File: src/rtl/imem_loader.sv
// rtl/imem_loader.sv - program store and instruction responder for the 8-bit MIPS core
//
// Load mode: each debounced press of Load_Strobe appends Load_Data to the
// program RAM while the core is held in reset. Run mode: the RAM answers the
// core's PC with a registered Instruction byte.
//
// Ports:
//   Clk_O        board clock, all state on rising edge
//   Reset        asynchronous, active-high reset
//   Load_Mode    raw switch, 1 = load, 0 = run (asynchronous)
//   Load_Strobe  raw bouncy push-button (asynchronous)
//   Load_Data    instruction byte from switches
//   PC           core program counter
//   Instruction  registered instruction byte to core
//   CPU_Hold     1 = hold the core in reset
//   Count        number of words loaded
//   Full         registered, Count == DEPTH
//   Wr_Pulse     one-cycle pulse on each accepted write

module imem_loader #(
  parameter int         DEPTH     = 16,
  parameter int         DB_CYCLES = 4,
  parameter logic [7:0] FILL      = 8'h00
) (
  input  logic       Clk_O,
  input  logic       Reset,
  input  logic       Load_Mode,
  input  logic       Load_Strobe,
  input  logic [7:0] Load_Data,
  input  logic [7:0] PC,
  output logic [7:0] Instruction,
  output logic       CPU_Hold,
  output logic [7:0] Count,
  output logic       Full,
  output logic       Wr_Pulse
);

  localparam int              AW      = (DEPTH > 1) ? $clog2(DEPTH) : 1;
  localparam int              DBW     = $clog2(DB_CYCLES + 1);
  localparam logic [DBW-1:0]  DB_LAST = DBW'(DB_CYCLES - 1);
  localparam logic [7:0]      DEPTH_B = 8'(DEPTH);

  typedef enum logic {S_LOAD, S_RUN} state_t;

  state_t         r_state, w_state_next;
  logic           r_m0, r_m1, r_s0, r_s1;
  logic           r_d, r_d_q;
  logic [DBW-1:0] r_db_cnt;
  logic [7:0]     r_instr, r_count;
  logic           r_full, r_wr_pulse;
  logic [7:0]     r_mem [DEPTH];

  logic           w_press;
  logic           w_wr_en;
  logic [7:0]     w_count_next, w_instr_next, w_rd_data;
  logic           w_full_next;

  // Two-flop synchronizers and strobe debouncer. The counter only runs while
  // the synchronized level disagrees with the debounced level, so any
  // excursion shorter than DB_CYCLES is forgotten as soon as it ends.
  always_ff @(posedge Clk_O or posedge Reset) begin
    if (Reset) begin
      r_m0     <= 1'b0;
      r_m1     <= 1'b0;
      r_s0     <= 1'b0;
      r_s1     <= 1'b0;
      r_d      <= 1'b0;
      r_d_q    <= 1'b0;
      r_db_cnt <= '0;
    end else begin
      r_m0  <= Load_Mode;
      r_m1  <= r_m0;
      r_s0  <= Load_Strobe;
      r_s1  <= r_s0;
      r_d_q <= r_d;
      if (r_s1 == r_d) begin
        r_db_cnt <= '0;
      end else if (r_db_cnt == DB_LAST) begin
        r_d      <= r_s1;
        r_db_cnt <= '0;
      end else begin
        r_db_cnt <= r_db_cnt + 1'b1;
      end
    end
  end

  assign w_press   = r_d & ~r_d_q;
  assign w_rd_data = r_mem[PC[AW-1:0]];

  always_comb begin
    w_state_next = r_state;
    w_wr_en      = 1'b0;
    w_count_next = r_count;
    w_full_next  = r_full;
    w_instr_next = FILL;
    case (r_state)
      S_LOAD: begin
        // A press coinciding with the switch to run still lands in the RAM.
        if (w_press && (r_count < DEPTH_B)) begin
          w_wr_en      = 1'b1;
          w_count_next = r_count + 8'd1;
          w_full_next  = ((r_count + 8'd1) == DEPTH_B);
        end
        if (!r_m1) w_state_next = S_RUN;
      end
      S_RUN: begin
        // Count never exceeds DEPTH, so this also blocks PCs beyond the RAM.
        w_instr_next = (PC < r_count) ? w_rd_data : FILL;
        if (r_m1) begin
          w_state_next = S_LOAD;
          w_count_next = 8'd0;
          w_full_next  = 1'b0;
          w_instr_next = FILL;
        end
      end
      default: w_state_next = S_LOAD;
    endcase
  end

  always_ff @(posedge Clk_O or posedge Reset) begin
    if (Reset) begin
      r_state    <= S_LOAD;
      r_instr    <= FILL;
      r_count    <= 8'd0;
      r_full     <= 1'b0;
      r_wr_pulse <= 1'b0;
    end else begin
      r_state    <= w_state_next;
      r_instr    <= w_instr_next;
      r_count    <= w_count_next;
      r_full     <= w_full_next;
      r_wr_pulse <= w_wr_en;
    end
  end

  // Program RAM has no reset so its contents survive Reset and mode changes.
  always_ff @(posedge Clk_O) begin
    if (w_wr_en) r_mem[r_count[AW-1:0]] <= Load_Data;
  end

  assign Instruction = r_instr;
  assign CPU_Hold    = (r_state == S_LOAD);
  assign Count       = r_count;
  assign Full        = r_full;
  assign Wr_Pulse    = r_wr_pulse;

endmodule

File: config.mk
export PLATFORM = sky130hd
export DESIGN_NAME = imem_loader
export DESIGN_NICKNAME = d
export VERILOG_FILES = /design/src/rtl/imem_loader.sv
export SDC_FILE = /design/constraint.sdc
export NUM_CORES = 1
export LEC_CHECK = 0
export CORE_UTILIZATION = 63
export CTS_CLUSTER_DIAMETER = 200
export DETAILED_ROUTE_END_ITERATION = 12
export GPL_TIMING_DRIVEN = 0
export PLACE_DENSITY = 0.95
export SLEW_MARGIN = 10
export SYNTH_ARGS = -nofsm -noshare
export SYNTH_HDL_FRONTEND = slang
export SYNTH_SLANG_ARGS = --single-unit
File: constraint.sdc
create_clock -name Clk_O -period 4 [get_ports Clk_O]
set_clock_uncertainty 0.15 [all_clocks]
set_input_delay 0.8 -clock Clk_O [delete_from_list [all_inputs] [get_ports Clk_O]]
set_output_delay 0.8 -clock Clk_O [all_outputs]
set_load 0.005 [all_outputs]
* Yosys cells after proc, flatten, opt, wreduce, memory -nomap -nowiden
Memory sizes are Yosys's and may differ from the RTL's.
Cells that the tools add are included.
** Word-level totals
- Memories :: 1
- Bits of input ports :: 20
- Register bits after elaboration :: 28
- Bits in writable memories :: 128
- Output and inout bits :: 19
- Word-level logic and storage cells :: 45
** Cells by class
- Reductions and logical operators :: 3
- Bitwise operators :: 4
- Equal/unequal tests :: 5
- $lt $le $gt $ge :: 2
- $add $sub $neg :: 2
- Multiplexer cells :: 16
** Memories
- r_mem :: depth 16, width 8, rd ports 1, clocked after memory_dff 0, wr ports 1, RTL line 51 : logic [7:0] r_mem [DEPTH];
** Operator list (number)
- $mux W8 :: 5
- $pmux W8 S2 :: 1
- $add A8 B1 Y8 const B :: 1
- $eq A8 B5 Y1 const B :: 1
- $lt A8 B5 Y1 const B :: 1
- $lt A8 B8 Y1 :: 1
- $mux W1 :: 7
- $mux W3 :: 2
- $ne A2 B1 Y1 const B :: 2
- $reduce_and A2 Y1 :: 2
- $add A3 B1 Y3 const B :: 1
- $eq A3 B2 Y1 const B :: 1
- $not A1 Y1 :: 3
- $pmux W1 S2 :: 1
- $and A1 B1 Y1 :: 1
- $eq A1 B1 Y1 :: 1
- $logic_and A1 B1 Y1 :: 1

* Depth between registers and ports, before layout
Gate-level depths: netlist of the first run.
- Word-level depth :: 7
- Gate-level depth with buffers :: 7
- Depth with buffers taken out :: 7

* Worst setup path before layout of the first run
No wires, ideal clock.
- Kind :: reg-to-reg
- Start point :: register r_count[4], in the netlist Count[4]
- End point :: memory r_mem[3][0] (enable)
- Cell stages (with the launch flop) :: 6
- Arrival time :: 1.628 ns
- Setup slack :: 1.838 ns
- Data required time :: 3.467 ns
- Library setup time :: 0.383 ns
- Cells stage by stage :: dfrtp_1 nor3_1 and4b_1 buf_4 nand2_1 nor3_1
** Between the ends
- Word-level cells in the longest chain between the ends :: 6
** Ends and longest elaborated chain
- start, declared :: RTL line 49 : logic [7:0] r_instr, r_count;
- start signal, assigned :: RTL line 130 : r_count <= w_count_next;
- $lt A8 B5 Y1 :: RTL line 99 : if (w_press && (r_count < DEPTH_B)) begin
- $logic_and A1 B1 Y1 :: RTL line 99
- $mux W1 :: RTL line 99
- $mux W1 :: RTL line 96 : case (r_state)
- via w_wr_en :: RTL line 54 : logic w_wr_en;
- $mux W1 :: RTL line 138 : if (w_wr_en) r_mem[r_count[AW-1:0]] <= Load_Data;
- $mux W1 (implied by the code) :: RTL line 138
- end, declared :: RTL line 51
The timed path passes the listed nets, and every way through them passes these cells.

* Final worst setup path of the first run
- Start point :: register r_count[3], in the netlist Count[3]
- End point :: register r_instr[0], in the netlist Instruction[0]
** Between the ends
- Word-level cells in the longest chain between the ends :: 4
** Ends and longest elaborated chain
- $lt A8 B8 Y1 :: RTL line 108 : w_instr_next = (PC < r_count) ? w_rd_data : FILL;
- $mux W8 :: RTL line 108
- $mux W8 :: RTL line 109 : if (r_m1) begin
- $mux W8 :: RTL line 96
- via w_instr_next[0] :: RTL line 55 : logic [7:0] w_count_next, w_instr_next, w_rd_data;
- end signal, assigned :: RTL line 129 : r_instr <= w_instr_next;
- end, declared :: RTL line 49
The timed path passes the listed nets, and every way through them passes these cells.
A chain may end at the register's enable or synchronous reset.

==> impl_metrics.ini, run 1 <==
[synth]
synth_compound_area_share_pct = 4.31
synth_top_area_cell = edfxtp_1
syn_area_per_cell_um2 = 19.5
synth_seq_area_share_pct = 73.9
synthTopCellsByArea = edfxtp_1 62%, dfrtp_1 11%, mux4_1 7.3%
synthSimpleGateAreaFrac_pct = 3.50
synth.mux.area_fraction_pct = 13.3
syn_inst = 316
syn_nets = 349
synth_top_family_by_area = multiplexers
synth_cell_types = 35
synth_top_area_share_pct = 62.5
synth_xor_area_share_pct = 0.427
yosys_register_bits = 156
synth_fa_ha_area_share_pct = 2.64
netlist_area_um2 = 6150
yosys_warnings = 0

[clock_network]
clk_latency_ps = 530
clock_path_buffers = 2
cts_made_buffers = 17
clkSlewWorstSetupHoldPaths_ps = 70
postCtsResizedCells = 0
hold_buffers = 0
cts_root_buffer = clkbuf_8
cts_tree = built
postCtsSetupBuffers = 0
htreeDepth = 4
cts.sinks = 156

[pwr]
comb_power_share_pct = 7.7
pwr-share-clk_pct = 43.3
power_density_nw_per_um2 = 519
pwr-share-seq_pct = 48.9
p_int_mw = 2.88
swShare_pct = 24.2
p_sw_mw = 0.921
power_leakage_nw = 2.56
ir_drop_uv = 328

[global_routing]
grt_overflow = 0
track_usage_pct = 30.6
grt_start_max_net_pins = 29
antenna_found_initial = 0
grt_pass1_wl_mm = 20.9
grt_pass1_vias = 3569

[detailed_routing]
post_drt_via_cell_ratio = 6.56
topRoutingLayerUsed = met4
wl_met3_mm = 1.15
drt_iter0_drc = 376
vias = 3372
detail-route-antenna-nets = 0
routedLengthMet1_mm = 4.84
dr_wl_met2_mm = 7.30
firstDrtPassIters = 5
wl_mm = 14.1
drc_errors = 0
detail_route.wl_per_cell_um = 27.4

[floorplanning]
num_rows = 35
initial_core_util_pct = 65.6
die_w_um = 101
fp.coreArea_um2 = 9370
die_h_um = 101
ioPinCount = 39
die_area_um2 = 10200

[setup_path]
crit_path_max_incr_delay_ps = 710
critPathBufInv = 2
crit_fanout = 10
crit_required_ps = 4190
cp_top_family = compound AO/OA/AOI/OAI gates
worst-setup-path-type = reg -> reg
crit_path_start_kind = flop
crit_arrival_ps = 3080
worst-path-stages = 7
r2r_cells = 7
slowest_stage = o211ai_1
cp_cell_sequence = clkbuf_1, inv_1, ha_1, nand2_1, o21a_1, o211ai_1, a21oi_1
end_kind = flop

[placed_design]
gp_congestion = 0.810
place_area_um2 = 6700
io_buffers = 37
hpwlAfterDp_mm = 8.53

[sta]
setup_tns_ps = 0
min_period_ps = 2890
rsz0062_at_grt = false
max_freq_mhz = 346
drv_slew = 0
hold_viol_final = 0
slew_headroom_pct = 26.4
period_share_pct = 72.2
finalSetupViolCount = 0
tightest_slew_ps = 1100

[hold_path]
hold_depth = 0
hp-class = reg -> reg

[cells_and_area]
drive_above_1_share_pct = 15.6
n_antenna_cell = 0
area_delta_synth_final_pct = 19.0
nNetsFinal = 405
fill_cells = 483
final_cell_area_um2 = 7320

[flow_run]
maxCapViolCount = 0

[status]
status = finished clean
-- final timing paths --
kind                          start              to  slack [ps]
setup / recovery           Count[3]  Instruction[0]        1110
hold / removal                 r_m0            r_m1         220
setup reg to reg           Count[3]  Instruction[0]        1110
hold reg to reg                r_m0            r_m1         220
max in group asynchronous     Reset  Instruction[5]        2610
min in group asynchronous     Reset     r_db_cnt[2]         580
-- logic make-up after synthesis --
group | count (synthesis)
buffers and inverters | 24
muxes | 35
xor gates and xnor gates | 3
AOI/OAI and AO/OA | 40
adders and majority gates | 13
and+or+nand+nor | 45
DFF | 156
-- per-stage QoR --
step	setup WS (ps)	power (mW)	hold slack (ps)	util, %	std cells
2_1_floorplan	1840	2.04	181	-	316
3_3_place_gp	945	2.14	193	71.3	482
3_5_place_dp	889	2.17	186	71.5	482
4_1_cts	1170	3.80	220	78.1	514
5_1_grt	1120	3.90	223	78.1	514
6_report	1110	3.80	218	78.1	514
-- registers in the layout (all words and copies together), names as in the netlist, 3 cells and up --
register and count:
r_mem 128, Count 8, Instruction 8, r_db_cnt 3
-- power by group through the flow --
stage / Sequential, mW / Clock [mW] / Combinational [mW]
after floorplan: 1.88 / 0 / 0.162
after global placement: 1.89 / 0 / 0.257
after detailed placement: 1.89 / 0 / 0.278
after CTS: 1.86 / 1.65 / 0.293
after global routing: 1.87 / 1.72 / 0.316
final: 1.86 / 1.65 / 0.294
-- cell type report --
| type | instances | area (µm²) | share of cell area, % |
|---|---|---|---|
| inverters | 11 | 41.3 | 0.564 |
| clock inverters | 15 | 200 | 2.74 |
| flip-flops and latches | 156 | 4540 | 62.1 |
| repair buffers | 37 | 370 | 5.06 |
| well taps | 129 | 161 | 2.21 |
| clock buffers | 17 | 414 | 5.66 |
| multi-input cells | 136 | 1510 | 20.6 |
| plain buffers | 13 | 80.1 | 1.09 |
-- metal layers --
layer / GRT usage [%] / up-vias
met3: 7.35 / 61
met5: 0 / -
met2: 51.6 / 259
met1: 36.0 / 1663
met4: 18.7 / 0
li1: - / 1389
-- cell usage in the layout, fill, tap and decap left out, types with 3 or more instances in the layout --
master	Yosys	layout
clkbuf_1	7	7
nor3_2	0	4
ha_1	13	13
clkbuf_16	0	16
inv_8	0	5
nand2_1	10	10
nor3_1	8	4
clkdlybuf4s50_1	0	37
edfxtp_1	128	128
a21oi_1	13	13
inv_1	11	10
dfrtp_1	28	28
buf_6	3	3
o21ai_0	3	3
nor2b_1	7	7
inv_6	0	3
a22oi_1	14	14
mux4_1	17	17
mux4_2	15	15
nor2_1	14	14
-- cell usage after synthesis, drive strengths merged --
cell type,instances
nor2,14
clkbuf,7
nor2b,7
inv,11
o21a,1
a21oi,14
mux2i,1
buf,6
and4b,1
o21ai,3
xnor2,2
xor2,1
o211ai,1
nand3,1
edfxtp,128
and2,1
a211oi,2
ha,13
o41ai,1
mux2,2
nor3,8
nand4,1
mux4,32
a2bb2oi,1
nand2,10
nand2b,1
a22o,2
nor3b,1
a22oi,14
dfrtp,28
a31oi,1
Note: power is estimated with default switching activity, not from simulation.
==> run 2: changes to the inputs <==
--- a/config.mk
+++ b/config.mk
@@ -5,11 +5,11 @@
 export SDC_FILE = /design/constraint.sdc
 export NUM_CORES = 1
 export LEC_CHECK = 0
-export CORE_UTILIZATION = 63
+export CORE_UTILIZATION = 58
 export CTS_CLUSTER_DIAMETER = 200
 export DETAILED_ROUTE_END_ITERATION = 12
 export GPL_TIMING_DRIVEN = 0
-export PLACE_DENSITY = 0.95
+export PLACE_DENSITY = 0.9
 export SLEW_MARGIN = 10
 export SYNTH_ARGS = -nofsm -noshare
 export SYNTH_HDL_FRONTEND = slang
==> constraint.sdc (replaced) <==
create_clock -name Clk_O -period 3.01 [get_ports Clk_O]
set_clock_uncertainty 0.15 [all_clocks]
set_input_delay 0.602 -clock Clk_O [delete_from_list [all_inputs] [get_ports Clk_O]]
set_output_delay 0.602 -clock Clk_O [all_outputs]
set_load 0.005 [all_outputs]
==> run 2 against run 1 <==
Net effect:
- via count down 3.4%
- cell area down 0.75%
- worst setup slack worse by 740 ps
- largest cell class unchanged
- highest routed layer unchanged
==> impl_metrics.ini, run 2 (synthesized netlist as in run 1, its figures left out) <==
[cells_and_area]
utilization_pct = 70.4
final_cell_area_um2 = 7260
area_delta_synth_final_pct = 18.1
drive_above_1_share_pct = 15.3
nNetsFinal = 405
final_cells = 521
largest_reg_flops = 128
final_common_cell = edfxtp_1
n_antenna_cell = 0
final_cell_mix = 128 x edfxtp_1, 37 x clkdlybuf4s50_1, 28 x dfrtp_1, 17 x mux4_1, 16 x clkbuf_16

[setup_path]
cp_cell_sequence = clkbuf_1, inv_1, ha_1, nand2_1, o21a_1, o211ai_1, a21oi_1
reg2reg_from = Count[3]
rr_endpoint = Instruction[0]
r2r_slack_ps = 380
crit_arrival_ps = 2850
r2r_cells = 7
crit_path_start_kind = flop
slowest_stage = o211ai_1
crit_path_max_incr_delay_ps = 600
crit_fanout = 10
end_kind = flop
worst-setup-path-type = reg -> reg
crit_required_ps = 3230

[floorplanning]
ioPinCount = 39
num_rows = 37
fp.coreArea_um2 = 10300
die_area_um2 = 11000
die_h_um = 105
die_w_um = 105
initial_core_util_pct = 59.6

[global_routing]
grt_pass1_vias = 3324
antenna_found_initial = 0
grt_start_max_net_pins = 29
track_usage_pct = 25.1
grt_pass1_wl_mm = 19.0
grt_overflow = 0

[detailed_routing]
drt_iter0_drc = 343
detail-route-antenna-nets = 0
wl_mm = 12.6
routedLengthMet1_mm = 4.76
dr_wl_met2_mm = 6.23
vias = 3258
post_drt_via_cell_ratio = 6.25
topRoutingLayerUsed = met4
wl_met3_mm = 1.17
firstDrtPassIters = 5
drc_errors = 0
detail_route.wl_per_cell_um = 24.2

[sta]
slew_headroom_pct = 29.1
period_share_pct = 87.5
max_freq_mhz = 380
min_period_ps = 2630
finalSetupViolCount = 0
tightest_slew_ps = 1060
setup_tns_ps = 0
rsz0062_at_grt = false
setup_ws_ps = 377
whs_ps = 213
drv_slew = 0
hold_viol_final = 0

[flow_run]
maxCapViolCount = 0

[clock_network]
postCtsSetupBuffers = 0
htreeDepth = 4
clkSlewWorstSetupHoldPaths_ps = 70
postCtsResizedCells = 0
cts_tree = built
cts_made_buffers = 17
hold_buffers = 0
cts.sinks = 156
clock_path_buffers = 2
clk_latency_ps = 540
cts_root_buffer = clkbuf_8

[placed_design]
place_area_um2 = 6710
pre_cts_slack_ps = 155
io_buffers = 37
hpwlAfterDp_mm = 7.95
placedCellCount = 489
gp_congestion = 0.826

[hold_path]
whs_endpoint = r_s1
min_from = r_s0
hp-class = reg -> reg
hold_depth = 0

[pwr]
power_mw = 4.82
power_density_nw_per_um2 = 664
ir_drop_uv = 844
power_leakage_nw = 2.53

[status]
status = finished clean
-- run 2: cell count changes in the layout (fill, tap and decap cells not counted), sizes merged --
cell	before	now
bufinv	2	0
clkbuf	24	25
clkinv	5	6
-- run 2: where the power goes --
part           switching (mW)  leakage (nW)  internal, mW  total, mW
Combinational           0.202         0.739         0.173      0.375
Sequential             0.0504          1.52          2.42       2.47
Clock                   0.922         0.270          1.05       1.97
Total                    1.17          2.53          3.64       4.82
-- run 2: metal layers --
layer / global-route usage (%) / vias to the layer above
met4: 12.3 / 0
met2: 40.3 / 209
li1: - / 1394
met1: 30.8 / 1611
met5: 0 / -
met3: 8.30 / 44
-- run 2: worst max-delay path by stage --
stage	from	end	slack, ps	cells past startpoint
floorplan	Count[4]	r_mem[3][0]	850	5
global placement	PC[3]	Instruction[2]	160	6
detailed placement	PC[3]	Instruction[0]	160	6
CTS	Count[4]	r_mem[11][6]	420	5
global route	Count[3]	Instruction[0]	250	7
finish	Count[3]	Instruction[0]	380	7
-- run 2: layout make-up --
type | instances | area, µm²
Clock buffer | 18 | 418
Sequential cell | 156 | 4540
Inverter | 11 | 41.3
Multi-Input combinational cell | 136 | 1510
Fill cell | 588 | 3060
Timing Repair Buffer | 37 | 370
Tap cell | 136 | 170
Clock inverter | 14 | 133
Buffer | 13 | 80.1
-- run 2: critical path, delay by kind of cell (launching register included) --
| family | cells | cell delay, ps |
|---|---|---|
| AO/OA/AOI/OAI | 3 | 960 |
| AND/OR/NAND/NOR | 1 | 70 |
| adder cells (fa/ha/maj) | 1 | 340 |
| buffers and inverters | 2 | 610 |
| flip-flops | 1 | 340 |
==> run 3: changes to the inputs <==
==> constraint.sdc (replaced) <==
create_clock -name Clk_O -period 3.01 [get_ports Clk_O]
set_clock_uncertainty 0.15 [all_clocks]
set_input_delay 0.301 -clock Clk_O [delete_from_list [all_inputs] [get_ports Clk_O]]
set_output_delay 0.301 -clock Clk_O [all_outputs]
set_load 0.005 [all_outputs]
==> results of run 3 <==
Same layout as run 2 (identical final DEF). Status: finished clean.
Main changes from that run: setup slack after placement 155 ps -> 456 ps; hold slack 213 ps -> 53.3 ps
